<file path="src/rtl/bigaddsub_limb.sv">
// One pipeline stage of the wide adder: a registered LW-bit add with carry in/out.
// The sum and carry hold while i_ce is low; reset clears both regardless of i_ce.
module bigaddsub_limb #(
  parameter int LW = 32
) (
  input  logic          i_clk,
  input  logic          i_reset,
  input  logic          i_ce,
  input  logic [LW-1:0] i_a,
  input  logic [LW-1:0] i_b,
  input  logic          i_c,
  output logic [LW-1:0] o_s,
  output logic          o_c
);

  logic [LW:0]   w_sum;
  logic [LW-1:0] r_s;
  logic          r_c;

  assign w_sum = {1'b0, i_a} + {1'b0, i_b} + {{LW{1'b0}}, i_c};

  // limb sum and carry register
  always_ff @(posedge i_clk) begin
    if (i_reset) begin
      r_s <= {LW{1'b0}};
      r_c <= 1'b0;
    end else if (i_ce) begin
      r_s <= w_sum[LW-1:0];
      r_c <= w_sum[LW];
    end
  end

  assign o_s = r_s;
  assign o_c = r_c;

endmodule

</file>
<file path="src/rtl/bigaddsub.sv">
// Pipelined wide add/subtract: one limb's carry is resolved per enabled cycle,
// with triangular delay (operands) and alignment (results) registers around the limbs.
module bigaddsub #(
  parameter int DW = 64,
  parameter int LW = 32
) (
  input  logic          i_clk,
  input  logic          i_reset,
  input  logic          i_ce,
  input  logic          i_sync,
  input  logic          i_sub,
  input  logic [DW-1:0] i_a,
  input  logic [DW-1:0] i_b,
  output logic [DW-1:0] o_r,
  output logic          o_carry,
  output logic          o_ovfl,
  output logic          o_sync
);

  localparam int NL = DW / LW;

  // A partial top limb would silently drop bits, so refuse to elaborate.
  if ((DW % LW) != 0) begin : g_bad_width
    $error("bigaddsub: DW must be an integer multiple of LW");
  end

  logic [DW-1:0] w_b;
  logic [NL:0]   w_c;
  logic [DW-1:0] w_r;
  logic [NL-1:0] r_sync;
  logic [NL-1:0] r_amsb;
  logic [NL-1:0] r_bmsb;

  // Subtraction is a + ~b + 1; the +1 enters as the stage-0 carry.
  assign w_b    = i_sub ? ~i_b : i_b;
  assign w_c[0] = i_sub;

  // sync tag and operand sign bits travel the full pipeline depth
  always_ff @(posedge i_clk) begin
    if (i_reset) begin
      r_sync <= {NL{1'b0}};
      r_amsb <= {NL{1'b0}};
      r_bmsb <= {NL{1'b0}};
    end else if (i_ce) begin
      r_sync[0] <= i_sync;
      r_amsb[0] <= i_a[DW-1];
      r_bmsb[0] <= w_b[DW-1];
      for (int j = 1; j < NL; j++) begin
        r_sync[j] <= r_sync[j-1];
        r_amsb[j] <= r_amsb[j-1];
        r_bmsb[j] <= r_bmsb[j-1];
      end
    end
  end

  for (genvar k = 0; k < NL; k++) begin : g_limb
    logic [LW-1:0] w_ak;
    logic [LW-1:0] w_bk;
    logic [LW-1:0] w_sk;

    if (k == 0) begin : g_direct
      assign w_ak = i_a[LW-1:0];
      assign w_bk = w_b[LW-1:0];
    end else begin : g_delay
      logic [LW-1:0] r_ad [k];
      logic [LW-1:0] r_bd [k];

      // operand limb k waits k enabled cycles for its carry to arrive
      always_ff @(posedge i_clk) begin
        if (i_reset) begin
          for (int j = 0; j < k; j++) begin
            r_ad[j] <= {LW{1'b0}};
            r_bd[j] <= {LW{1'b0}};
          end
        end else if (i_ce) begin
          r_ad[0] <= i_a[k*LW +: LW];
          r_bd[0] <= w_b[k*LW +: LW];
          for (int j = 1; j < k; j++) begin
            r_ad[j] <= r_ad[j-1];
            r_bd[j] <= r_bd[j-1];
          end
        end
      end

      assign w_ak = r_ad[k-1];
      assign w_bk = r_bd[k-1];
    end

    bigaddsub_limb #(
      .LW(LW)
    ) u_limb (
      .i_clk  (i_clk),
      .i_reset(i_reset),
      .i_ce   (i_ce),
      .i_a    (w_ak),
      .i_b    (w_bk),
      .i_c    (w_c[k]),
      .o_s    (w_sk),
      .o_c    (w_c[k+1])
    );

    if (k == NL-1) begin : g_last
      assign w_r[k*LW +: LW] = w_sk;
    end else begin : g_align
      logic [LW-1:0] r_al [NL-1-k];

      // finished limb k waits for the upper limbs of its own sample
      always_ff @(posedge i_clk) begin
        if (i_reset) begin
          for (int j = 0; j < NL-1-k; j++) begin
            r_al[j] <= {LW{1'b0}};
          end
        end else if (i_ce) begin
          r_al[0] <= w_sk;
          for (int j = 1; j < NL-1-k; j++) begin
            r_al[j] <= r_al[j-1];
          end
        end
      end

      assign w_r[k*LW +: LW] = r_al[NL-2-k];
    end
  end

  assign o_r     = w_r;
  assign o_carry = w_c[NL];
  assign o_sync  = r_sync[NL-1];
  assign o_ovfl  = (r_amsb[NL-1] == r_bmsb[NL-1]) && (w_r[DW-1] != r_amsb[NL-1]);

endmodule

</file>
<file path="config.mk">
export PLATFORM = sky130hd
export DESIGN_NAME = bigaddsub
export DESIGN_NICKNAME = d
export VERILOG_FILES = /design/src/rtl/bigaddsub_limb.sv /design/src/rtl/bigaddsub.sv
export SDC_FILE = /design/constraint.sdc
export NUM_CORES = 1
export LEC_CHECK = 0
export ABC_AREA = 1
export BUFFER_PORTS_ARGS = -buffer_cell sky130_fd_sc_hd__buf_2
export CAP_MARGIN = 15
export CORE_ASPECT_RATIO = 1.25
export CORE_MARGIN = 2
export CORE_UTILIZATION = 50
export DETAILED_ROUTE_END_ITERATION = 12
export PLACE_DENSITY = 0.75
export SYNTH_ARGS = -nofsm -noshare
export SYNTH_HDL_FRONTEND = slang
export SYNTH_SLANG_ARGS = --single-unit
</file>
<file path="constraint.sdc">
create_clock -name i_clk -period 6.5 [get_ports i_clk]
set_input_delay 0 -clock i_clk [delete_from_list [all_inputs] [get_ports i_clk]]
set_output_delay 0 -clock i_clk [all_outputs]
set_load 0.005 [all_outputs]
</file>
## Word level (Yosys, flattened, before mapping)

Memory sizes are Yosys's and may differ from the RTL's.
Index checks and enable logic that the tools add are counted.

| word-level totals | value |
|---|---|
| register bits after elaboration | 72 |
| bits in writable memories | 96 |
| input port bits | 133 |
| memories | 3 |

| cells by class | value |
|---|---|
| add/subtract/negate cells | 4 |
| equality and inequality tests | 2 |
| multiplexer cells | 12 |
| bitwise logic cells | 1 |
| reduce and logical (&&, ||, !) cells | 4 |

Memory list:

| name | depth | bits a word | read ports | clocked after memory_dff | wr ports | line | text |
|---|---|---|---|---|---|---|---|
| g_limb[0].g_align.r_al | 1 | 32 | 1 | 0 | 1 | bigaddsub.sv:105 | `logic [LW-1:0] r_al [NL-1-k];` |
| g_limb[1].g_delay.r_ad | 1 | 32 | 1 | 0 | 1 | bigaddsub.sv:65 | `logic [LW-1:0] r_ad [k];` |
| g_limb[1].g_delay.r_bd | 1 | 32 | 1 | 0 | 1 | bigaddsub.sv:66 | `logic [LW-1:0] r_bd [k];` |

Operators with widths:

| operator | number |
|---|---|
| 2-to-1 mux 32 bit | 3 |
| OR reduction 32 bit | 3 |
| adder 32 x 32 -> 33 bit | 2 |
| adder 33 x 1 -> 33 bit | 2 |
| 2-to-1 mux 64 bit | 1 |
| NOT 64 bit | 1 |
| 2-to-1 mux 1 bit | 8 |
| equality test 1 bit | 1 |
| logical AND 1 bit | 1 |
| inequality test 1 bit | 1 |

## Longest topological paths before layout

| logic depth | value |
|---|---|
| depth after elaboration | 5 |
| depth in mapped cells | 17 |

## By module

A second synthesis with hierarchy kept.

| second synthesis, totals | value |
|---|---|
| cell total of the unflattened synthesis | 1739 |
| area total of the unflattened synthesis | 11796.3 µm² |

By module, submodules not included:

| module | times used | cells an instance | area each (µm²) |
|---|---|---|---|
| bigaddsub | 1 | 373 | 4410.5 |
| bigaddsub_limb (g_limb[0].u_limb) | 1 | 686 | 3713.6 |
| bigaddsub_limb (g_limb[1].u_limb) | 1 | 680 | 3672.3 |

## Worst setup path before layout

OpenSTA, ideal clock, no wires.

| timing | value |
|---|---|
| path type | in2reg |
| from | input i_ce |
| to | memory g_limb[0].g_align.r_al[0][0], enable pin |
| arrival | 2.981 ns |
| required time | 6.002 ns |
| setup slack | 3.020 ns |
| stages | 3 |
| buffers on the path | 1 |
| cell sequence | nor2_1 inv_1 clkbuf_1 |

| between the ends | value |
|---|---|
| cells in the longest elaborated chain, start to end | 5 |

Ends and longest elaborated chain:

| element | line | text |
|---|---|---|
| from (decl) | bigaddsub.sv:9 | `input logic i_ce,` |
| 2-to-1 mux 1 bit (*) | bigaddsub.sv:113 | `end else if (i_ce) begin` |
| 2-to-1 mux 1 bit (*) | bigaddsub.sv:109 | `if (i_reset) begin` |
| 2-to-1 mux 1 bit (not written as such) (*) | bigaddsub.sv:114 | `r_al[0] <= w_sk;` |
| OR reduction 32 bit (no line) | n/a |  |
| 2-to-1 mux 1 bit (no line) (*) | n/a |  |
| to (decl) | bigaddsub.sv:105 |  |

Mark *: on every way between the ends. The rest lies on a longest branch, timed or not.

## Final worst setup path

| timing | value |
|---|---|
| from | input i_sub |
| to | register g_limb[0].u_limb.r_s[13] |

| between the ends | value |
|---|---|
| cells in the longest elaborated chain, start to end | 3 |

Ends and longest elaborated chain:

| element | line | text |
|---|---|---|
| from (decl) | bigaddsub.sv:11 | `input logic i_sub,` |
| 2-to-1 mux 64 bit | bigaddsub.sv:35 | `assign w_b = i_sub ? ~i_b : i_b;` |
| adder 32 x 32 -> 33 bit | bigaddsub_limb.sv:20 | `assign w_sum = {1'b0, i_a} + {1'b0, i_b} + {{LW{1'b0}}, i_c};` |
| adder 33 x 1 -> 33 bit (*) | bigaddsub_limb.sv:20 |  |
| to (signal assigned) | bigaddsub_limb.sv:25 | `r_s <= {LW{1'b0}};` |
| to (signal assigned) | bigaddsub_limb.sv:28 | `r_s <= w_sum[LW-1:0];` |
| to (decl) | bigaddsub_limb.sv:17 | `logic [LW-1:0] r_s;` |

Marks and branches as above.
A chain may end at the register's enable or synchronous reset.

==> flow_summary.yaml <==
pwr:
  power_density_mw_per_mm2: 235.9
  p_clk_share_pct: 33.2
  p_int_mw: 2.108
  vdd_drop_max_uv: 173.6
  comb_power_share_pct: 25.8
  p_leak_nw: 6.771
  seq_power_share_pct: 41.0
  p_sw_mw: 1.001
  sw_frac_of_total_pct: 32.20
grt:
  grt_pass1_vias: 10064
  gr-usage-met3_pct: 3.361
  grt_start_max_net_pins: 63
  grt-busiest-layer: "met2"
  overflow: 0
  grt_usage_pct: 26.46
  antenna_found_initial: 0
  grtUsageMet1_pct: 28.89
  grt_pass1_wl_um: 46930
  met2_usage_pct: 49.45
setup_path:
  crit_required_ns: 6.79
  crit_slowest_cell: "buf_4"
  critical_path_peak_fanout: 44
  rrSetupSlack_ns: 4.13
  r2r-end: "g_limb[1].u_limb.o_s[28]"
  worstSetupEndpointType: "flip-flop"
  crit_arrival_ns: 2.68
  reg2reg_depth: 11
  r2r-start: "g_limb[1].g_delay.r_bd[0][0]"
  crit_path_max_incr_delay_ns: 0.67
  path_cells: "buf_4, buf_4, xor2_1, ha_1, nand2_1, inv_1, a21oi_1, nand2_1, nand3_1, nand2_1, o21ai_0, o21ai_0"
  critPathLaunchType: "input port"
  critPathKind: "input port to flip-flop"
  crit_top_cell: "nand2_1"
sta:
  finalMaxSlewViolations: 0
  finalCriticalPeriod_ns: 2.392
  worstMarginPinSlew_ns: 0.7393
  rsz0062_at_grt: "false"
  setup_viol: 0
  slew-limit-headroom_pct: 50.72
  skew_ns: 0.01024
  finalCritPeriodShare_pct: 36.79
  tns_ns: 0
  finalHoldViolations: 0
  max_freq_mhz: 418.1
  setup_slack_ns: 4.108
floorplanning:
  ioPinCount: 200
  core_mm2: 0.02089
  die_x_um: 134.5
  dieArea_mm2: 0.02249
  initial_core_util_pct: 50.97
  fp-row-count: 59
  die_h_um: 167.2
hold_path:
  hold_depth: 4
  min_from: "i_a[11]"
  hold_path_end: "g_limb[0].u_limb.o_s[11]"
  holdCritPathClass: "input port to flip-flop"
route:
  drt-pass1-iter-count: 7
  drt_iter0_drc: 616
  wire_per_inst_um: 14.60
  via_per_inst: 5.029
  drcViolationCount: 0
  drt_wl_total_um: 29410
  drtAntennaViolNets: 0
  num_vias: 10134
placement:
  placed_area_mm2: 0.01191
  placedCellCount: 1916
  hpwl_um: 21490
  pre_cts_ws_ns: 3.662
  port_buffers: 199
  gp_congestion: 0.9472
finish:
  multi_input_area_mm2: 0.005306
  seqCellArea_mm2: 0.004324
  diodes: 0
  fillers: 1867
  stdcell_area_mm2: 0.01318
  most-common-layout-cells: "nand2_1 (422), inv_1 (234), buf_2 (198)"
  area_growth_pct: 23.74
  fin_cells: 2015
  nets: 1926
  drive_gt1_share_pct: 14.82
  final_common_cell: "nand2_1"
run_status:
  outcome: "finished, final reports clean"
clocking:
  clock-root-buffer: "clkbuf_16"
  clock_latency_ns: 0.43
  cts_buffers: 17
  cts_sinks: 168
  htree_levels: 4
  clk_path_buf_depth: 2
  post-cts-setup-buffers: 0
  ctsResizeCount: 0
  clkTransAtPathRegs_ns: 0.08
  cts_hold_buf: 67
  tritoncts: "done"
synthesis:
  yosysWarningCount: 0
  synthFlopType: "edfxtp_1"
  async_flop_share_pct: 0
  syn_nets: 1666
  synth_top_area_cell: "edfxtp_1"
  synth_edf_count: 96
  syn_area_per_cell_um2: 7.253
  ys_types: 34
  ys_seq_area_share_pct: 40.61
  yosysTopAreaCellShare_pct: 27.07
  syn-instance-count: 1468
  syn_area_mm2: 0.01065
  ys_seq_elements: 168
  synth.area.top_cells: "edfxtp_1 (27%), nand2_1 (15%), dfxtp_1 (14%)"
run:
  maxCapViolCount: 0
==> layout make-up <==
type	instances	area share, %
multi-input cells	1033	40.28
flip-flops and latches	168	32.82
repair buffers	272	13.01
inverters	236	6.752
clock buffers	20	3.552
well taps	274	2.602
clock inverters	12	0.9877
==> cell usage after synthesis (4+ instances only) <==
master and n:
a21oi_1 95, buf_2 13, clkbuf_1 16, dfxtp_1 72, edfxtp_1 96, ha_1 62
inv_1 235, nand2_1 422, nand2_2 7, nand3_1 56, nand3b_1 11, nor2_1 184
nor2_2 4, nor3_1 10, o21ai_0 69, o21ai_1 11, o21bai_1 7, o22ai_1 8
xnor2_1 34, xor2_1 30
==> worst max-delay path, delay by kind of cell <==
family                     cells  cell delay (ns)
AOI/OAI and AO/OA              3             0.56
xor gates and xnor gates       1             0.14
adders and majority gates      1             0.37
buffers and inverters          3             1.07
and+or+nand+nor                4             0.51
==> kinds of logic after synthesis <==
logic type	after synthesis	synth area share, %
and+or+nand+nor	702	26.52
buffers and inverters	267	9.671
AOI/OAI and AO/OA	202	10.08
DFF	168	40.61
adders and majority gates	65	7.850
xor gates and xnor gates	64	5.264
==> power groups by stage <==
stage	combinational, mW	clock [mW]	sequential, mW
2_1_floorplan	0.515	0	1.29
3_3_place_gp	0.751	0	1.29
3_5_place_dp	0.761	0	1.30
4_1_cts	0.797	1.05	1.27
5_1_grt	0.904	1.09	1.28
6_report	0.803	1.03	1.27
==> metrics by stage <==
stage               hold WS, ns  util [%]  power [mW]
finish                  0.04058     63.07       3.109
global route            0.03878     63.07       3.274
CTS                     0.03375     63.07       3.117
detailed placement       0.2110     56.99       2.057
global placement         0.2215     56.99       2.045
floorplan                0.1127         -       1.806
==> state kept, by name (all words and copies together), names as in the netlist <==
signal,cells
r_amsb,2
r_bmsb,2
g_limb.g_delay.r_ad,32
g_limb.g_delay.r_bd,32
g_limb.u_limb.o_c,2
r_sync,2
g_limb.g_align.r_al,32
g_limb.u_limb.o_s,64
==> how the worst max path moves through the flow <==
stage | start | end | slack, ns | depth (start not counted)
6_report | i_sub | g_limb[0].u_limb.o_s[13] | 4.11 | 12
5_1_grt | i_sub | g_limb[0].u_limb.o_s[13] | 3.81 | 12
4_1_cts | i_sub | g_limb[0].u_limb.o_s[13] | 4.12 | 10
3_5_place_dp | i_sub | g_limb[0].u_limb.o_s[13] | 3.66 | 12
3_3_place_gp | i_sub | g_limb[0].u_limb.o_c | 3.71 | 14
2_1_floorplan | i_ce | g_limb[0].g_align.r_al[0][0] | 3.02 | 3
==> per-layer routing <==
layer	up-vias	part of all wire [%]
li1	5163	-
met1	4541	39
met2	348	52
met3	82	4.5
met4	0	4.5
met5	-	0
Power figures use the tool's default switching activity.
